==> config.mk <==
export PLATFORM = sky130hd
export DESIGN_NAME = stage2
export DESIGN_NICKNAME = d
export VERILOG_FILES = /design/src/rtl/stage2.sv
export SDC_FILE = /design/constraint.sdc
export NUM_CORES = 2
export LEC_CHECK = 0
export BUFFER_PORTS_ARGS = -buffer_cell sky130_fd_sc_hd__buf_2
export CORE_AREA = 2 2 400 402
export DETAILED_ROUTE_END_ITERATION = 8
export DIE_AREA = 0 0 402 404
export PLACE_DENSITY_LB_ADDON = 0.05
export SYNTH_ARGS = -nofsm -noshare
export SYNTH_HDL_FRONTEND = slang
export SYNTH_SLANG_ARGS = --single-unit
export TNS_END_PERCENT = 5
==> constraint.sdc <==
create_clock -name clk -period 3.25 [get_ports clk]
set_clock_uncertainty 0.2 [all_clocks]
set_input_delay 0.65 -clock clk [delete_from_list [all_inputs] [get_ports clk]]
set_output_delay 0.65 -clock clk [all_outputs]
set_load 0.02 [all_outputs]
==> src/rtl/stage2.sv <==
// -----------------------------------------------------------------------------
// stage2 : decode / operand-read stage of the five-stage pipeline.
//
// Holds the 32-entry general register file and decodes ir2 into source
// fields, a destination field and a sign-extended immediate. It detects
// load-use hazards against the instruction already in stage 3 and drives
// the hold/flush controls back into stage 1. Operands and control are
// registered into stage 3 on every rising edge.
//
// Ports
//   clk      in   clock, all state changes on the rising edge
//   clr      in   synchronous active-high reset
//   ir2      in   instruction from stage 1
//   pc2      in   PC+4 of ir2
//   mp1      in   flush request (taken branch / mispredict) from stage 4
//   wb_en    in   register-file write enable from writeback
//   wb_addr  in   register-file write address
//   wb_data  in   register-file write data
//   ir3      out  instruction to stage 3
//   pc3      out  PC+4 to stage 3
//   a3       out  operand read from rs
//   b3       out  operand read from rt
//   imm3     out  sign-extended ir2[15:0]
//   dst3     out  destination register number, 0 if none
//   ld3      out  stage-3 instruction is a load
//   pause1   out  hold PC in stage 1 (combinational)
//   pause2   out  hold ir2/pc2 in stage 1 (combinational)
//   nop2     out  replace ir2 with a NOP next cycle (combinational)
// -----------------------------------------------------------------------------
module stage2 #(
    parameter int WIDTH = 32,
    parameter int DLY   = 8
) (
    input  logic             clk,
    input  logic             clr,
    input  logic [31:0]      ir2,
    input  logic [WIDTH-1:0] pc2,
    input  logic             mp1,
    input  logic             wb_en,
    input  logic [4:0]       wb_addr,
    input  logic [WIDTH-1:0] wb_data,
    output logic [31:0]      ir3,
    output logic [WIDTH-1:0] pc3,
    output logic [WIDTH-1:0] a3,
    output logic [WIDTH-1:0] b3,
    output logic [WIDTH-1:0] imm3,
    output logic [4:0]       dst3,
    output logic             ld3,
    output logic             pause1,
    output logic             pause2,
    output logic             nop2
);

    localparam logic [5:0] OP_RTYPE = 6'b000000;
    localparam logic [5:0] OP_LW    = 6'b100011;
    localparam logic [5:0] OP_SW    = 6'b101011;
    localparam logic [5:0] OP_BEQ   = 6'b000100;

    // DLY describes the clock-to-output timing of the stage-3 registers for
    // timing-annotated models; the synthesizable logic itself carries no delay.
    if (DLY >= 0) begin : g_dly_zero_in_rtl
    end

    logic [WIDTH-1:0] r_rf [32];

    logic [31:0]      r_ir3;
    logic [WIDTH-1:0] r_pc3;
    logic [WIDTH-1:0] r_a3;
    logic [WIDTH-1:0] r_b3;
    logic [WIDTH-1:0] r_imm3;
    logic [4:0]       r_dst3;
    logic             r_ld3;

    logic [5:0]       w_op;
    logic [4:0]       w_rs;
    logic [4:0]       w_rt;
    logic [4:0]       w_rd;
    logic             w_rd_rt;
    logic             w_is_ld;
    logic [4:0]       w_dst;
    logic [WIDTH-1:0] w_a;
    logic [WIDTH-1:0] w_b;
    logic [WIDTH-1:0] w_imm;
    logic             w_stall;
    logic             w_bubble;

    assign w_op  = ir2[31:26];
    assign w_rs  = ir2[25:21];
    assign w_rt  = ir2[20:16];
    assign w_rd  = ir2[15:11];
    assign w_imm = {{(WIDTH-16){ir2[15]}}, ir2[15:0]};

    // Every class reads rs; only R-type, SW and BEQ also read rt.
    always_comb begin
        w_rd_rt = 1'b0;
        w_is_ld = 1'b0;
        w_dst   = w_rt;
        case (w_op)
            OP_RTYPE: begin
                w_rd_rt = 1'b1;
                w_dst   = w_rd;
            end
            OP_LW: begin
                w_is_ld = 1'b1;
                w_dst   = w_rt;
            end
            OP_SW, OP_BEQ: begin
                w_rd_rt = 1'b1;
                w_dst   = 5'd0;
            end
            default: begin
                w_dst   = w_rt;
            end
        endcase
    end

    // Same-cycle writeback bypass; r0 is never written so it always reads 0.
    assign w_a = (wb_en && (wb_addr == w_rs) && (w_rs != 5'd0)) ? wb_data : r_rf[w_rs];
    assign w_b = (wb_en && (wb_addr == w_rt) && (w_rt != 5'd0)) ? wb_data : r_rf[w_rt];

    // Load-use: the load in stage 3 cannot forward its data in time.
    assign w_stall = r_ld3 && (r_dst3 != 5'd0) &&
                     ((r_dst3 == w_rs) || (w_rd_rt && (r_dst3 == w_rt)));

    // A flush overrides the stall: the held instruction is discarded anyway.
    assign pause1   = w_stall && !mp1;
    assign pause2   = w_stall && !mp1;
    assign nop2     = mp1;
    assign w_bubble = w_stall || mp1;

    always_ff @(posedge clk) begin
        if (clr) begin
            for (int i = 0; i < 32; i++) begin
                r_rf[i] <= '0;
            end
        end else if (wb_en && (wb_addr != 5'd0)) begin
            r_rf[wb_addr] <= wb_data;
        end
    end

    // Stage 2 -> stage 3 boundary
    always_ff @(posedge clk) begin
        if (clr || w_bubble) begin
            r_ir3  <= '0;
            r_pc3  <= '0;
            r_a3   <= '0;
            r_b3   <= '0;
            r_imm3 <= '0;
            r_dst3 <= '0;
            r_ld3  <= 1'b0;
        end else begin
            r_ir3  <= ir2;
            r_pc3  <= pc2;
            r_a3   <= w_a;
            r_b3   <= w_b;
            r_imm3 <= w_imm;
            r_dst3 <= w_dst;
            r_ld3  <= w_is_ld;
        end
    end

    assign ir3  = r_ir3;
    assign pc3  = r_pc3;
    assign a3   = r_a3;
    assign b3   = r_b3;
    assign imm3 = r_imm3;
    assign dst3 = r_dst3;
    assign ld3  = r_ld3;

endmodule
# Yosys cells after proc, flatten, opt, wreduce, memory -nomap -nowiden

Memories as Yosys holds them, arrays and structs flattened. A register that Yosys moved wholly into a read port is not among the register bits.
Cells that the tools add are included.

Equal/unequal tests: 5
Reduce and logical (&&, ||, !) cells: 15
Muxes and demuxes: 11

Operators by type and width:

| operator           | count |
|---|---|
| $mux 32            | 1 |
| $reduce_or 32->1   | 1 |
| $eq 6x6->1 const B | 2 |
| $eq 5x5->1         | 2 |
| $pmux 5 s2         | 1 |
| $reduce_bool 5->1  | 2 |
| $mux 1             | 8 |
| $eq 6x3->1 const B | 1 |
| $logic_not 6->1    | 1 |
| $logic_and 1x1->1  | 5 |
| $mux 5             | 1 |
| $logic_or 1x1->1   | 3 |
| $reduce_or 3->1    | 1 |
| $reduce_or 2->1    | 1 |
| $logic_not 1->1    | 1 |

RAM bits: 1,024
Logic and storage cells: 37
Output and inout port bits: 169
Bits of input ports: 105
Register bits after elaboration: 86
Memories kept: 1

Memory list:

| memory | words | bits a word | read ports | clocked after memory_dff | wr ports | RTL line | RTL |
|---|---|---|---|---|---|---|---|
| r_rf   | 32    | 32          | 2          | 2                        | 32       | 64       | `logic [WIDTH-1:0] r_rf [32];` |

# Logic depth before layout (Yosys ltp)

Depth after elaboration: 8
Gate-level depth with buffers: 10
Depth with buffers taken out: 6

# Worst setup path before layout

OpenSTA, ideal clock, no wires.

Path kind: input port to output port
From: in ir2[27]
To: out pause2
Stages on the path: 6
Buffers on the path: 1
Setup slack: 304 ps
Required time: 2,400 ps
Arrival: 2,096 ps
Cells stage by stage: or3_1 > o22ai_1 > nand4b_1 > a21oi_1 > nor2b_1 > buf_4

Longest elaborated chain between the ends: 7
Elaborated cells between the ends (all ways): 9
Those cells by class: eq/ne: 2; mux: 1; reduce/logical: 6

RTL lines:

| item                                     | RTL line | RTL |
|---|---|---|
| start: declaration                       | 36       | `input logic [31:0] ir2,` |
| $eq 6x6->1, or another cell as far along | 98       | `case (w_op)` |
| $reduce_or 3->1 (no source line) (*)     | --       |  |
| $mux 1 (*)                               | 98       |  |
| $logic_and 1x1->1 (*)                    | 123      | `((r_dst3 == w_rs) \|\| (w_rd_rt && (r_dst3 == w_rt)));` |
| $logic_or 1x1->1 (*)                     | 123      |  |
| $logic_and 1x1->1 (*)                    | 122      | `assign w_stall = r_ld3 && (r_dst3 != 5'd0) &&` |
| $logic_and 1x1->1 (*)                    | --       |  |
| end: declaration                         | 50       | `output logic pause2,` |

Every way passes the cells marked *; elsewhere a longest branch is shown, timed or not.

# Worst setup path in the final report

From: reg r_dst3[1], in the netlist dst3[1]
To: out pause1

Longest elaborated chain between the ends: 5
Elaborated cells between the ends (all ways): 8
Those cells by class: eq/ne: 2; reduce/logical: 6

RTL lines:

| item                     | RTL line | RTL |
|---|---|---|
| start: declaration       | 71       | `logic [4:0] r_dst3;` |
| start signal: assignment | 157      | `r_dst3 <= w_dst;` |
| $eq 5x5->1               | 123      |  |
| $logic_and 1x1->1        | 123      |  |
| $logic_or 1x1->1         | 123      |  |
| $logic_and 1x1->1 (*)    | 122      |  |
| $logic_and 1x1->1 (*)    | 126      | `assign pause1 = w_stall && !mp1;` |
| end: declaration         | 49       | `output logic pause1,` |

Marked as above.

==> flow_summary.html <==
<table>
<tr><th>Metric</th><th>Value</th></tr>
<tr><th colspan="2">Routing</th></tr>
<tr><td>Met2 wire len</td><td>112000 um</td></tr>
<tr><td>Vias after detailed routing</td><td>40300</td></tr>
<tr><td>Highest signal layer in the routed design</td><td>met5</td></tr>
<tr><td>Routed length on met3</td><td>17400 um</td></tr>
<tr><td>Violation count after the first detailed-route iteration</td><td>4380</td></tr>
<tr><td>Metal1 wirelength</td><td>106000 um</td></tr>
<tr><td>Iteration count of the initial detailed-routing pass</td><td>8</td></tr>
<tr><td>Final routed DRC violation total</td><td>0</td></tr>
<tr><td>Average wire per cell in the routed design</td><td>35.7 um</td></tr>
<tr><td>Via/cell ratio</td><td>5.86</td></tr>
<tr><td>DRT Wirelength</td><td>246000 um</td></tr>
<tr><td>Number of antenna-violating nets in the routed design</td><td>0</td></tr>
<tr><th colspan="2">Critical path</th></tr>
<tr><td>Setup crit end kind</td><td>output port</td></tr>
<tr><td>Worst EP arrival</td><td>2.32 ns</td></tr>
<tr><td>Critical path start-end classification</td><td>reg -&gt; out</td></tr>
<tr><td>Maximum fanout along the worst path</td><td>4</td></tr>
<tr><td>WP data required</td><td>2.40 ns</td></tr>
<tr><td>Startpoint types</td><td>flip-flop</td></tr>
<tr><th colspan="2">Timing</th></tr>
<tr><td>Count of final setup violators</td><td>0</td></tr>
<tr><td>Hold Violations, Final</td><td>0</td></tr>
<tr><td>Worst hold margin</td><td>0.0680 ns</td></tr>
<tr><td>Final Critical Period</td><td>3.17 ns</td></tr>
<tr><td>Achievable frequency</td><td>316 MHz</td></tr>
<tr><td>RSZ-0062 raised after global routing</td><td>no</td></tr>
<tr><td>Least-Margin Pin Slew</td><td>1.23 ns</td></tr>
<tr><td>Final count of pins violating max slew</td><td>0</td></tr>
<tr><td>Worst slew slack as a fraction of its limit</td><td>16.8%</td></tr>
<tr><td>Ratio of final minimum period to clock period</td><td>97.4%</td></tr>
<tr><th colspan="2">Placed design</th></tr>
<tr><td>Number of placed instances, taps included</td><td>6570</td></tr>
<tr><td>RD Place Congestion</td><td>0.879</td></tr>
<tr><td>Post-detail-place hpwl</td><td>159000 um</td></tr>
<tr><td>Count of buffers inserted at the top-level ports</td><td>273</td></tr>
<tr><th colspan="2">Floorplan</th></tr>
<tr><td>Row count</td><td>146</td></tr>
<tr><td>Die boundary width</td><td>402 um</td></tr>
<tr><td>Boundary pin count</td><td>274</td></tr>
<tr><td>Area of the core</td><td>158000 sq um</td></tr>
<tr><td>Die Y</td><td>404 um</td></tr>
<tr><td>Area enclosed by the die boundary</td><td>162000 sq um</td></tr>
<tr><td>Effective utilization at floorplan</td><td>37.8%</td></tr>
<tr><th colspan="2">Cells and area</th></tr>
<tr><td>Net count of the finished layout</td><td>4798</td></tr>
<tr><td>Fraction of final layout cells with drive strength greater than 1</td><td>27.6%</td></tr>
<tr><td>Final non-filler cell total</td><td>6885</td></tr>
<tr><td>Synthesis-to-layout area growth</td><td>19.4%</td></tr>
<tr><td>Filler cell count</td><td>14100</td></tr>
<tr><th colspan="2">CTS</th></tr>
<tr><td>Cts bufs inserted</td><td>139</td></tr>
<tr><td>H-tree depth reported by CTS</td><td>4</td></tr>
<tr><td>Clock tree from TritonCTS</td><td>built</td></tr>
<tr><td>Number of buffers between clock root and the deepest sink</td><td>3</td></tr>
<tr><td>Postcts setup bufs</td><td>0</td></tr>
<tr><td>Clock sink count</td><td>1158</td></tr>
<tr><td>Clock latency at the later pin of the worst-skew pair</td><td>0.77 ns</td></tr>
<tr><td>CTS clk-pin slew, worst paths</td><td>0.06 ns</td></tr>
<tr><td>CTS root buf</td><td>clkbuf_16</td></tr>
<tr><th colspan="2">Global routing</th></tr>
<tr><td>GR Util All Layers</td><td>30.0%</td></tr>
<tr><td>Wire length of the first global-routing pass</td><td>336000 um</td></tr>
<tr><td>Number of antenna violations at the first check in global routing</td><td>40</td></tr>
<tr><td>Maximum number of pins on one net before global-route repair</td><td>66</td></tr>
<tr><td>Global route overflow</td><td>0</td></tr>
<tr><td>Number of global-route vias before repair</td><td>40400</td></tr>
<tr><th colspan="2">Power and ir drop</th></tr>
<tr><td>Pwr/cell area</td><td>527 nW/um^2</td></tr>
<tr><td>Leakage dissipation</td><td>26.6 nW</td></tr>
<tr><td>Max IR drop VDD</td><td>0.000536 V</td></tr>
<tr><th colspan="2">Logic synthesis</th></tr>
<tr><td>Share of the synthesized netlist area taken by xor and xnor gates</td><td>0.294%</td></tr>
<tr><td>Main area contributors after synthesis</td><td>edfxtp_1, mux4_2, and2_1</td></tr>
<tr><td>Combinational family with the most area after synthesis</td><td>multiplexers</td></tr>
<tr><td>Fraction of synthesized cell area taken by the top area cell type</td><td>51.5%</td></tr>
<tr><td>Post-synthesis instance area</td><td>59700 sq um</td></tr>
<tr><td>Cell taking the most area after synthesis</td><td>edfxtp_1</td></tr>
<tr><td>Post-synthesis share of cell area spent on full adders, half adders and majority gates</td><td>0%</td></tr>
<tr><td>Share of flip-flops with an asynchronous set or reset after synthesis</td><td>0%</td></tr>
<tr><td>Multiplexer area fraction after synthesis</td><td>20.4%</td></tr>
<tr><td>Compound-cell area share of the yosys netlist</td><td>5.36%</td></tr>
<tr><td>Most instantiated flip-flop cell in the synthesis netlist</td><td>edfxtp_1</td></tr>
<tr><td>Simple-Gate Fraction of Synth Area</td><td>13.9%</td></tr>
<tr><td>Count of flip-flops with a built-in enable after synthesis</td><td>1024</td></tr>
<tr><td>Count of different cell masters after synthesis</td><td>59</td></tr>
<tr><td>Number of synthesis warnings</td><td>0</td></tr>
<tr><td>#FFs+latches synth</td><td>1158</td></tr>
<tr><td>Mapped Cells</td><td>4258</td></tr>
<tr><td>Post-synthesis sequential area ratio</td><td>56.0%</td></tr>
<tr><td>Synthesized area per cell</td><td>14.0 sq um</td></tr>
<tr><th colspan="2">Min path</th></tr>
<tr><td>Class of the most critical hold timing path</td><td>in -&gt; reg</td></tr>
<tr><th colspan="2">Outcome</th></tr>
<tr><td>Result of the run</td><td>complete, no violations</td></tr>
<tr><th colspan="2">Job</th></tr>
<tr><td>Number of max-cap violations</td><td>0</td></tr>
</table>
[state kept, by name, summed over array words and instances (netlist names)]
name  cells
ir3      32
dst3      5
r_rf   1024
ld3       1
pc3      32
b3       32
a3       32
[report_power, final]
part | internal, mW | switching, mW
Combinational | 2.02 | 2.91
Sequential | 17.0 | 0.458
Clock | 8.71 | 6.45
Total | 27.7 | 9.82
[final timing paths]
path	from	to	slack, ns	depth (start not counted)
setup / recovery	dst3[1]	pause1	0.08	6
hold / removal	mp1	ir3[30]	0.07	3
setup reg to reg	dst3[1]	b3[17]	0.55	9
hold reg to reg	r_rf[30][5]	b3[5]	0.74	4
[through the flow]
step / setup WS (ns) / TNS (ns) / utilization, % / cell area, sq um / total power, mW
6_report: 0.0834 / 0 / 45.1 / 71200 / 37.5
5_1_grt: 0.00256 / 0 / 45.1 / 71200 / 38.6
4_1_cts: 0.0175 / 0 / 45.1 / 71200 / 37.7
3_5_place_dp: -0.284 / -1.11 / 42.0 / 66400 / 22.6
3_3_place_gp: -0.299 / -1.16 / 42.0 / 66400 / 22.6
2_1_floorplan: 0.304 / 0 / - / 59800 / 20.2
[critical path, cell delays in order (launching register included)]
cell	delay, ns
dfxtp_2	0.43
xor2_1	0.19
nor3_1	0.24
nand3_1	0.09
a21oi_1	0.19
nor2b_2	0.21
buf_2	0.18
[routing by layer]
metal  global-route usage, %  vias up
met5                       0        -
met4                    11.3       16
met3                    4.97      382
met2                    47.6     1904
met1                    41.3    21100
li1                        -    17000
[Yosys cell counts (all sizes together) (4+ instances only)]
library cell     n
and2          1054
edfxtp        1024
mux2i          398
mux4           359
clkbuf         300
buf            175
nor2           154
dfxtp          134
a221oi          84
nor3            71
o21ai           70
a221o           65
o22ai           53
a211oi          51
nand2           35
or2             35
a21oi           22
a22oi           20
nand3b          18
a31oi           16
xor2            16
nand2b          12
o31a             9
o31ai            9
a311oi           8
mux2             7
nor4             7
nor2b            6
inv              4
nand3            4
xnor2            4
[what timing repair did]
item | in CTS | in global routing
endpoints found under the setup margin | 2 | 2
endpoints found under the hold margin | 60 | 0
hold buffers | 54 | 0
resized for setup | 1 | 1
[kinds of logic (layout without fill, tap and decap cells)]
kind of cell              after synthesis  in the layout
and+or+nand+nor                      1409           1409
xor gates and xnor gates               20             20
AOI/OAI and AO/OA                     425            425
muxes                                 764            764
buffers and inverters                 481            995
DFF                                  1158           1158
other                                   1             42
[placed cells by master, fill, tap and decap left out, types with 9 or more instances in the layout]
master / netlist / final
and2_1: 1054 / 1052
edfxtp_1: 1024 / 1024
mux2i_1: 398 / 398
mux4_2: 358 / 358
buf_4: 57 / 290
buf_2: 65 / 265
clkbuf_16: 0 / 147
dfxtp_1: 134 / 133
buf_12: 2 / 125
nor2_1: 154 / 121
a221oi_1: 82 / 82
nor3_1: 71 / 70
o21ai_0: 69 / 69
a221o_1: 65 / 65
dlygate4sd3_1: 0 / 54
o22ai_1: 53 / 53
a211oi_1: 51 / 51
clkbuf_1: 300 / 44
or2_2: 35 / 35
nand2_1: 35 / 35
nor2_4: 0 / 33
conb_1: 1 / 32
a21oi_1: 22 / 22
a22oi_1: 20 / 20
clkinv_1: 2 / 20
clkinv_2: 0 / 19
nand3b_1: 18 / 18
xor2_1: 16 / 16
a31oi_1: 16 / 16
nand2b_1: 12 / 11
diode_2: 0 / 10
o31a_1: 9 / 9
o31ai_1: 9 / 9
clkbuf_8: 0 / 9
[layout make-up]
class	count	area, sq um	area share [%]
inverter	6	32.5	0.0457
sequential	1158	33400	46.9
clock buffer	200	3970	5.57
antenna	10	25.0	0.0351
tap	2072	2590	3.64
timing repair buffer	738	6610	9.27
multi-input combinational	2650	24200	34.0
clock inverter	51	344	0.483
(Power assumes the default switching activity.)
